===== config.mk =====
export PLATFORM = sky130hd
export DESIGN_NAME = imem_fetch_ctrl
export DESIGN_NICKNAME = d
export VERILOG_FILES = /design/src/rtl/imem_fetch_ctrl_pkg.sv /design/src/rtl/imem_line_buf.sv /design/src/rtl/imem_fetch_ctrl.sv
export SDC_FILE = /design/constraint.sdc
export NUM_CORES = 1
export LEC_CHECK = 0
export BUFFER_PORTS_ARGS = -buffer_cell sky130_fd_sc_hd__buf_2
export CORE_MARGIN = 3
export CORE_UTILIZATION = 53
export DETAILED_ROUTE_END_ITERATION = 8
export PLACE_DENSITY = 0.87
export SYNTH_ARGS = -nofsm -noshare
export SYNTH_HDL_FRONTEND = slang
export SYNTH_SLANG_ARGS = --single-unit

===== constraint.sdc =====
create_clock -name clk -period 4.4 [get_ports clk]
set_clock_uncertainty 0.2 [all_clocks]
set_input_delay 0.88 -clock clk [delete_from_list [all_inputs] [get_ports clk]]
set_output_delay 0.88 -clock clk [all_outputs]
set_load 0.02 [all_outputs]

===== src/rtl/imem_fetch_ctrl_pkg.sv =====
//==============================================================================
// Module  : imem_fetch_ctrl_pkg
// Purpose : Shared definitions for the instruction fetch buffer/refill
//           controller: 2-bit refill FSM state encodings and helpers that
//           derive the line-offset, index and tag widths from the
//           configuration parameters.
// Macros  : none
// Revision: 1.0 - initial release
//==============================================================================
`default_nettype none

package imem_fetch_ctrl_pkg;

    // Refill FSM state encodings
    localparam logic [1:0] IMEM_IDLE = 2'd0;
    localparam logic [1:0] IMEM_REQ  = 2'd1;
    localparam logic [1:0] IMEM_FILL = 2'd2;

    // Byte-offset width of one line: word index bits plus 2 byte bits
    function automatic int imem_off_w(input int line_words);
        return $clog2(line_words) + 2;
    endfunction

    // Width of the word index inside a line
    function automatic int imem_idx_w(input int line_words);
        return $clog2(line_words);
    endfunction

    // Width of the line tag (address bits above the line offset)
    function automatic int imem_tag_w(input int addr_w, input int line_words);
        return addr_w - imem_off_w(line_words);
    endfunction

endpackage : imem_fetch_ctrl_pkg

`default_nettype wire


===== src/rtl/imem_line_buf.sv =====
//==============================================================================
// Module  : imem_line_buf
// Purpose : Single-line instruction buffer. Holds LINE_WORDS x DATA_W words,
//           the line tag and a valid bit; performs the hit compare and the
//           word select for the current fetch address.
// Ports   : clk, rst            - clock, asynchronous active-high reset
//           i_wr_en/idx/data    - refill beat write into the data array
//           i_clr_valid         - invalidate the line (refill starting)
//           i_fill_done         - last beat written: load tag, set valid
//           i_fill_tag          - tag of the line being refilled
//           i_lookup_tag/idx    - tag and word index of the fetch address
//           o_hit               - line valid and tag matches
//           o_rdata             - selected word on hit, else 0
// Macros  : none
// Revision: 1.0 - initial release
//==============================================================================
`default_nettype none

module imem_line_buf
    import imem_fetch_ctrl_pkg::*;
#(
    parameter int DATA_W     = 32,
    parameter int LINE_WORDS = 4,
    parameter int TAG_W      = 28
) (
    input  logic                            clk,
    input  logic                            rst,
    input  logic                            i_wr_en,
    input  logic [$clog2(LINE_WORDS)-1:0]   i_wr_idx,
    input  logic [DATA_W-1:0]               i_wr_data,
    input  logic                            i_clr_valid,
    input  logic                            i_fill_done,
    input  logic [TAG_W-1:0]                i_fill_tag,
    input  logic [TAG_W-1:0]                i_lookup_tag,
    input  logic [$clog2(LINE_WORDS)-1:0]   i_lookup_idx,
    output logic                            o_hit,
    output logic [DATA_W-1:0]               o_rdata
);

    logic                r_valid;
    logic [TAG_W-1:0]    r_tag;
    logic [DATA_W-1:0]   r_data [LINE_WORDS];
    logic                w_hit;

    // Tag/valid. Completion of a fill takes priority; a new refill cannot
    // start in the same cycle one finishes, so the two never collide.
    always_ff @(posedge clk or posedge rst) begin
        if (rst) begin
            r_valid <= 1'b0;
            r_tag   <= '0;
        end else if (i_fill_done) begin
            r_valid <= 1'b1;
            r_tag   <= i_fill_tag;
        end else if (i_clr_valid) begin
            r_valid <= 1'b0;
        end
    end

    // Data array needs no reset: it is only visible through a valid hit.
    always_ff @(posedge clk) begin
        if (i_wr_en) begin
            r_data[i_wr_idx] <= i_wr_data;
        end
    end

    assign w_hit   = r_valid && (r_tag == i_lookup_tag);
    assign o_hit   = w_hit;
    assign o_rdata = w_hit ? r_data[i_lookup_idx] : '0;

endmodule : imem_line_buf

`default_nettype wire


===== src/rtl/imem_fetch_ctrl.sv =====
//==============================================================================
// Module  : imem_fetch_ctrl
// Purpose : Fetch-side instruction memory controller. A single-line fetch
//           buffer serves hits combinationally; a miss raises f_imem_stall
//           and runs a REQ/FILL refill of one full line from a beat-based
//           instruction memory. A refill is never aborted by a redirect;
//           the new fetch address is re-evaluated once the line is in.
// Ports   : clk, reset          - clock, asynchronous active-high reset
//           f_req, f_pc         - fetch request and byte address
//           f_instr             - instruction on hit, else 0
//           f_imem_stall        - f_req & ~hit (0 while reset is high)
//           mem_req, mem_addr   - refill request / line-aligned address
//           mem_ack             - request accepted (used only in REQ)
//           mem_rvalid/rdata    - refill beats, word 0 first (used in FILL)
//           perf_miss_cnt       - refills started (saturating)
//           perf_stall_cnt      - stalled cycles (saturating)
// Macros  : IMEM_PERF_EN - enables the performance counters; when
//           undefined both perf outputs are tied to 0 with no flops.
// Revision: 1.0 - initial release
//==============================================================================
`default_nettype none

module imem_fetch_ctrl
    import imem_fetch_ctrl_pkg::*;
#(
    parameter int ADDR_W     = 32,
    parameter int DATA_W     = 32,
    parameter int LINE_WORDS = 4
) (
    input  logic                clk,
    input  logic                reset,
    input  logic                f_req,
    input  logic [ADDR_W-1:0]   f_pc,
    output logic [DATA_W-1:0]   f_instr,
    output logic                f_imem_stall,
    output logic                mem_req,
    output logic [ADDR_W-1:0]   mem_addr,
    input  logic                mem_ack,
    input  logic                mem_rvalid,
    input  logic [DATA_W-1:0]   mem_rdata,
    output logic [31:0]         perf_miss_cnt,
    output logic [31:0]         perf_stall_cnt
);

    localparam int c_OFF_W = imem_off_w(LINE_WORDS);
    localparam int c_IDX_W = imem_idx_w(LINE_WORDS);
    localparam int c_TAG_W = imem_tag_w(ADDR_W, LINE_WORDS);

    localparam logic [c_IDX_W-1:0] c_LAST_BEAT = c_IDX_W'(LINE_WORDS - 1);
    localparam logic [c_IDX_W-1:0] c_BEAT_ONE  = c_IDX_W'(1);

    // Fetch address decode
    logic [c_TAG_W-1:0]  w_tag;
    logic [c_IDX_W-1:0]  w_idx;
    logic                w_unused_pc_bits;

    assign w_tag            = f_pc[ADDR_W-1:c_OFF_W];
    assign w_idx            = f_pc[c_OFF_W-1:2];
    assign w_unused_pc_bits = ^f_pc[1:0];

    // Refill control
    logic [1:0]          r_state;
    logic [1:0]          w_next_state;
    logic [c_TAG_W-1:0]  r_miss_tag;
    logic [c_IDX_W-1:0]  r_beat_cnt;

    logic                w_hit;
    logic [DATA_W-1:0]   w_rdata;
    logic                w_miss;
    logic                w_start_miss;
    logic                w_mem_req;
    logic                w_beat_wr;
    logic                w_fill_done;

    assign w_miss = f_req && !w_hit;

    //--------------------------------------------------------------------------
    // Line buffer
    //--------------------------------------------------------------------------
    imem_line_buf #(
        .DATA_W     (DATA_W),
        .LINE_WORDS (LINE_WORDS),
        .TAG_W      (c_TAG_W)
    ) u_line_buf (
        .clk          (clk),
        .rst          (reset),
        .i_wr_en      (w_beat_wr),
        .i_wr_idx     (r_beat_cnt),
        .i_wr_data    (mem_rdata),
        .i_clr_valid  (w_start_miss),
        .i_fill_done  (w_fill_done),
        .i_fill_tag   (r_miss_tag),
        .i_lookup_tag (w_tag),
        .i_lookup_idx (w_idx),
        .o_hit        (w_hit),
        .o_rdata      (w_rdata)
    );

    //--------------------------------------------------------------------------
    // Refill FSM: state register
    //--------------------------------------------------------------------------
    always_ff @(posedge clk or posedge reset) begin
        if (reset) begin
            r_state <= IMEM_IDLE;
        end else begin
            r_state <= w_next_state;
        end
    end

    //--------------------------------------------------------------------------
    // Refill FSM: next state
    //--------------------------------------------------------------------------
    always_comb begin
        w_next_state = r_state;
        case (r_state)
            IMEM_IDLE: begin
                if (w_miss) begin
                    w_next_state = IMEM_REQ;
                end
            end
            IMEM_REQ: begin
                if (mem_ack) begin
                    w_next_state = IMEM_FILL;
                end
            end
            IMEM_FILL: begin
                if (mem_rvalid && (r_beat_cnt == c_LAST_BEAT)) begin
                    w_next_state = IMEM_IDLE;
                end
            end
            default: begin
                w_next_state = IMEM_IDLE;
            end
        endcase
    end

    //--------------------------------------------------------------------------
    // Refill FSM: outputs. Handshake inputs are only looked at in the state
    // that owns them, so stray ack/rvalid pulses are ignored elsewhere.
    //--------------------------------------------------------------------------
    always_comb begin
        w_start_miss = 1'b0;
        w_mem_req    = 1'b0;
        w_beat_wr    = 1'b0;
        w_fill_done  = 1'b0;
        case (r_state)
            IMEM_IDLE: begin
                w_start_miss = w_miss;
            end
            IMEM_REQ: begin
                w_mem_req = 1'b1;
            end
            IMEM_FILL: begin
                w_beat_wr   = mem_rvalid;
                w_fill_done = mem_rvalid && (r_beat_cnt == c_LAST_BEAT);
            end
            default: begin
                w_mem_req = 1'b0;
            end
        endcase
    end

    //--------------------------------------------------------------------------
    // Miss tag and beat counter. The counter wraps back to 0 on the last
    // beat by its own width, so it is ready for the next refill.
    //--------------------------------------------------------------------------
    always_ff @(posedge clk or posedge reset) begin
        if (reset) begin
            r_miss_tag <= '0;
            r_beat_cnt <= '0;
        end else if (w_start_miss) begin
            r_miss_tag <= w_tag;
            r_beat_cnt <= '0;
        end else if (w_beat_wr) begin
            r_beat_cnt <= r_beat_cnt + c_BEAT_ONE;
        end
    end

    //--------------------------------------------------------------------------
    // Fetch-side and memory-side outputs
    //--------------------------------------------------------------------------
    assign f_imem_stall = w_miss && !reset;
    assign f_instr      = reset ? '0 : w_rdata;
    assign mem_req      = w_mem_req;
    // Derived from the latched miss tag, so it is stable for the whole REQ
    // phase regardless of what f_pc does meanwhile.
    assign mem_addr     = {r_miss_tag, {c_OFF_W{1'b0}}};

    //--------------------------------------------------------------------------
    // Performance counters
    //--------------------------------------------------------------------------
`ifdef IMEM_PERF_EN
    logic [31:0] r_perf_miss;
    logic [31:0] r_perf_stall;

    // w_miss equals f_imem_stall whenever the counters are out of reset.
    always_ff @(posedge clk or posedge reset) begin
        if (reset) begin
            r_perf_miss  <= 32'h0;
            r_perf_stall <= 32'h0;
        end else begin
            if (w_start_miss && (r_perf_miss != 32'hFFFF_FFFF)) begin
                r_perf_miss <= r_perf_miss + 32'd1;
            end
            if (w_miss && (r_perf_stall != 32'hFFFF_FFFF)) begin
                r_perf_stall <= r_perf_stall + 32'd1;
            end
        end
    end

    assign perf_miss_cnt  = r_perf_miss;
    assign perf_stall_cnt = r_perf_stall;
`else
    assign perf_miss_cnt  = 32'h0;
    assign perf_stall_cnt = 32'h0;
`endif

endmodule : imem_fetch_ctrl

`default_nettype wire


# == Word level (Yosys, flattened, before mapping) ==
# Memories as Yosys holds them, arrays and structs flattened.
# Index checks and enable logic that the tools add are counted.
# totals
ff_bits,61
output_inout_bits,130
mem_bits_rw,128
input_bits,69
mem_count,1
# memory_table
name,words,width,rd,rd_ports_with_merged_regs,wr,line_no,rtl
u_line_buf.r_data,4,32,1,0,1,imem_line_buf.sv:42,logic [DATA_W-1:0] r_data [LINE_WORDS];
# op_classes
eq_ne,7
mux,16
addsub,1
reduce_logical,10
# op_table
op,n
two-way mux 32 bit,2
equality test 28 bit,1
two-way mux 2 bit,5
two-way mux 1 bit,8
"!= test 2 bit, second input constant",3
case mux 2 bit (3 select lines),1
"equality test 2 bit, second input constant",2
logical AND 1 bit,4
nonzero test 2 bit,2
AND reduction 3 bit,1
"adder 2 x 1 -> 2 bit, second input constant",1
"equality test 2 x 1 -> 1 bit, second input constant",1
zero test 1 bit,2
zero test 2 bit,1

# == Longest topological paths before layout ==
# logic_depth
word_depth,7
mapped_depth,6
mapped_depth_nobuf,5

# == Cells and area by module ==
# A second synthesis with hierarchy kept.
# unflattened
cells_unflattened,506
area_unflattened_um2,8409.3
# modules_own_cells
module,area_each_um2,cells_each,instances
imem_line_buf,6383.6,317,1
imem_fetch_ctrl,2025.7,189,1

# == Worst setup path before layout ==
# No wires, ideal clock.
# synth_timing
path_type,input to output
start,input reset
end,output f_instr[10]
required_time_ns,3.320
setup_slack_ns,0.169
arrival_time_ns,3.151
path_stages,4
path_cell_list,inv_1 > nand3_1 > clkbuf_1 > nor2b_1
# synth_via
elab_chain_cells,1
# synth_lines
item,line_no,rtl
start: declaration,imem_fetch_ctrl.sv:31,"input logic reset,"
two-way mux 32 bit,imem_fetch_ctrl.sv:183,assign f_instr = reset ? '0 : w_rdata;
end: declaration,imem_fetch_ctrl.sv:34,"output logic [DATA_W-1:0] f_instr,"
# Every way passes these cells.

# == Final worst setup path ==
# layout_timing
start,input f_pc[16]
end,output f_instr[2]
# layout_via
elab_chain_cells,4
# layout_lines
item,line_no,rtl
start: declaration,imem_fetch_ctrl.sv:33,"input logic [ADDR_W-1:0] f_pc,"
equality test 28 bit,imem_line_buf.sv:66,assign w_hit = r_valid && (r_tag == i_lookup_tag);
logical AND 1 bit,imem_line_buf.sv:66,
two-way mux 32 bit,imem_line_buf.sv:68,assign o_rdata = w_hit ? r_data[i_lookup_idx] : '0;
two-way mux 32 bit,imem_fetch_ctrl.sv:183,
# Every way passes these cells.

==> impl_metrics.json <==
{
  "worst_slack_ns": 0.6591,
  "fin_setup_tns_ns": 0,
  "postSynth.asyncResetShare_pct": 32.28,
  "required_ns": 3.32,
  "min_path_type": "reg -> reg",
  "hold_buffers": 0,
  "max_slew_margin_pct": 41.29,
  "hpwl_um": 9674,
  "drive_gt1_share_pct": 42.60,
  "fin_crit_ns": 3.741,
  "grt_setup_unrepaired": "false",
  "first_pass_iters": 4,
  "final_core_util_pct": 63.33,
  "rows": 44,
  "dieArea_sq_um": 16890,
  "nets": 675,
  "drt-initial-drc-count": 233,
  "gp_congestion": 0.7700,
  "synth_compound_gate_area_share_pct": 0.3227,
  "synthAdderAreaFrac_pct": 0.6146,
  "fin_crit_sh_pct": 85.02,
  "synthCells": 465,
  "synth_area_leader_cell": "edfxtp_1",
  "p_seq_share_pct": 48.0,
  "tightest_slew_ns": 0.8806,
  "grt.busiest_layer": "met2",
  "maxSlewViolCount": 0,
  "clk_path_buf_depth": 2,
  "power_density_nw_per_um2": 530.7,
  "grt_pass1_vias": 4458,
  "power_switching_uw": 1451,
  "coreArea_sq_um": 14750,
  "die_height_um": 130.0,
  "yosysMostFrequentCell": "edfxtp_1",
  "met2_usage_pct": 30.85,
  "use_met3_pct": 5.976,
  "num_io_pins": 199,
  "synth.top_cell.area_share_pct": 47.20,
  "ctsResizeCount": 0,
  "grt_max_degree": 62,
  "end_kind": "output port",
  "cts_buffers": 17,
  "avgRoutedWirePerCell_um": 18.45,
  "synthMuxAreaShare_pct": 17.92,
  "synth.avg_cell_area_sq_um": 17.51,
  "num_antenna_cells": 0,
  "synth.area.top_cells": "edfxtp_1, dfrtp_1, mux4_2",
  "yosysWarnings": 0,
  "hold_viol_final": 0,
  "clock.fmax_mhz": 267.3,
  "grt_usage_pct": 18.52,
  "grt_first_pass_wirelength_um": 23590,
  "drc": 0,
  "start_kind": "input pin",
  "clkSlewWorstSetupHoldPaths_ns": 0.07,
  "cts_htree_levels": 4,
  "ant_nets": 0,
  "setup_violations": 0,
  "synth_commonest_cells": "edfxtp_1, buf_4, dfrtp_1",
  "syn-cell-area_sq_um": 8143,
  "comb_power_share_pct": 21.3,
  "insertion_delay_ns": 0.43,
  "grt_use_met1_pct": 22.96,
  "crit_fanout": 32,
  "p_clk_share_pct": 30.7,
  "outcome": "finished clean",
  "ir_drop_uv": 437.6,
  "crit_arrival_ns": 2.66,
  "synthXorXnorAreaFrac_pct": 3.119,
  "syn_to_final_growth_pct": 14.75,
  "yosysSeqAreaShare_pct": 65.95,
  "antenna_found_initial": 0,
  "yosys.cell_types.count": 26,
  "synthSimpleGateAreaFrac_pct": 4.425,
  "port_buffers": 128,
  "cts.sinks": 189,
  "initial_core_util_pct": 55.19,
  "synth_ff_type": "edfxtp_1",
  "p_int_uw": 3508,
  "clock-root-buffer": "clkbuf_16",
  "switching_share_pct": 29.26,
  "num_vias": 4117,
  "via_per_inst": 5.153,
  "grt.overflow.total": 0,
  "post_cts_buffers": 0,
  "p_leak_uw": 0.003874,
  "synth_edf_count": 128,
  "post-place-ws_ns": 0.6439,
  "ys_ff_latch": 189,
  "path_class": "in -> out",
  "synth_top_family_by_area": "multiplexers",
  "maxCapViolations": 0,
  "wl_um": 14740,
  "fp.dieW_um": 130.0,
  "cts_tree": "done"
}
area by class of cell:
type / count / area (sq um)
clock buffers: 17 / 425.4
clock inverters: 15 / 173.9
fillers: 1032 / 5410
inverters: 6 / 22.52
multi-input cells: 253 / 2416
flip-flops and latches: 189 / 5370
well taps: 184 / 230.2
repair buffers: 135 / 705.7
final timing paths:
path / start / to / slack (ns) / depth (start not counted)
max: f_pc[16] / f_instr[2] / 0.66 / 8
min: r_state[0] / r_state[1] / 0.31 / 1
max reg2reg: u_line_buf.r_tag[5] / r_miss_tag[9] / 1.91 / 7
min reg2reg: r_state[0] / r_state[1] / 0.31 / 1
max in group asynchronous: reset / u_line_buf.r_tag[4] / 2.98 / 3
min in group asynchronous: reset / r_miss_tag[3] / 0.53 / 3
power groups by stage:
stage | Sequential, uW | Combinational [uW] | Clock (uW)
after floorplan | 2530 | 662 | 0
after global placement | 2380 | 1040 | 0
after detailed placement | 2410 | 1070 | 0
after CTS | 2380 | 1070 | 1550
after global routing | 2420 | 1140 | 1630
final | 2380 | 1060 | 1520
routing by layer:
| metal | up-vias | wire, um |
|---|---|---|
| li1 | 1844 | - |
| met1 | 2104 | 5907 |
| met2 | 148 | 7610 |
| met3 | 21 | 983 |
| met4 | 0 | 241 |
| met5 | - | 0 |
layout by cell type, fill, tap and decap left out, types with 2 or more instances in the layout:
cell / n
buf_2: 128
edfxtp_1: 128
conb_1: 68
dfrtp_1: 61
mux4_2: 32
mux2_2: 30
xnor2_1: 29
mux2_4: 26
nor2b_1: 24
clkbuf_16: 17
and2b_1: 9
nand2_1: 8
nand4_1: 6
buf_4: 6
inv_1: 5
inv_8: 5
nor2_1: 4
ha_1: 4
and2_2: 3
nand3_1: 2
nor4_2: 2
o21ai_0: 2
clkinv_4: 2
inv_6: 2
clkinvlp_4: 2
clkinv_8: 2
metrics by stage:
stage	std cells	hold WS, ns	power (uW)	cell area, sq um
after global placement	767	0.2969	3421	8745
after detailed placement	767	0.3037	3478	8745
after CTS	799	0.3145	5006	9344
after global routing	799	0.3459	5190	9344
after floorplan	532	0.2722	3196	8394
final	799	0.3067	4959	9344
sequential cells by signal, indices dropped and copies added, names as in the netlist:
name and cells:
u_line_buf.r_data 128, r_miss_tag 28, u_line_buf.r_valid 1, r_state 2, r_beat_cnt 2, u_line_buf.r_tag 28
worst max-delay path, cell delays in order:
cell and delay (ns):
buf_2 0.11, xnor2_1 0.16, nand4_1 0.15, nor4_2 0.48, nand3_1 0.15, buf_4 0.27
nor2b_1 0.23, buf_2 0.20
cell families (layout without fill, tap and decap cells):
family / Yosys count / after routing
simple gates: 59 / 59
flops: 189 / 189
other cells: 1 / 68
mux: 89 / 89
compound gates: 4 / 4
fa+ha+maj: 4 / 4
xor+xnor: 29 / 29
buf+inv: 90 / 173
(Power assumes the default switching activity.)
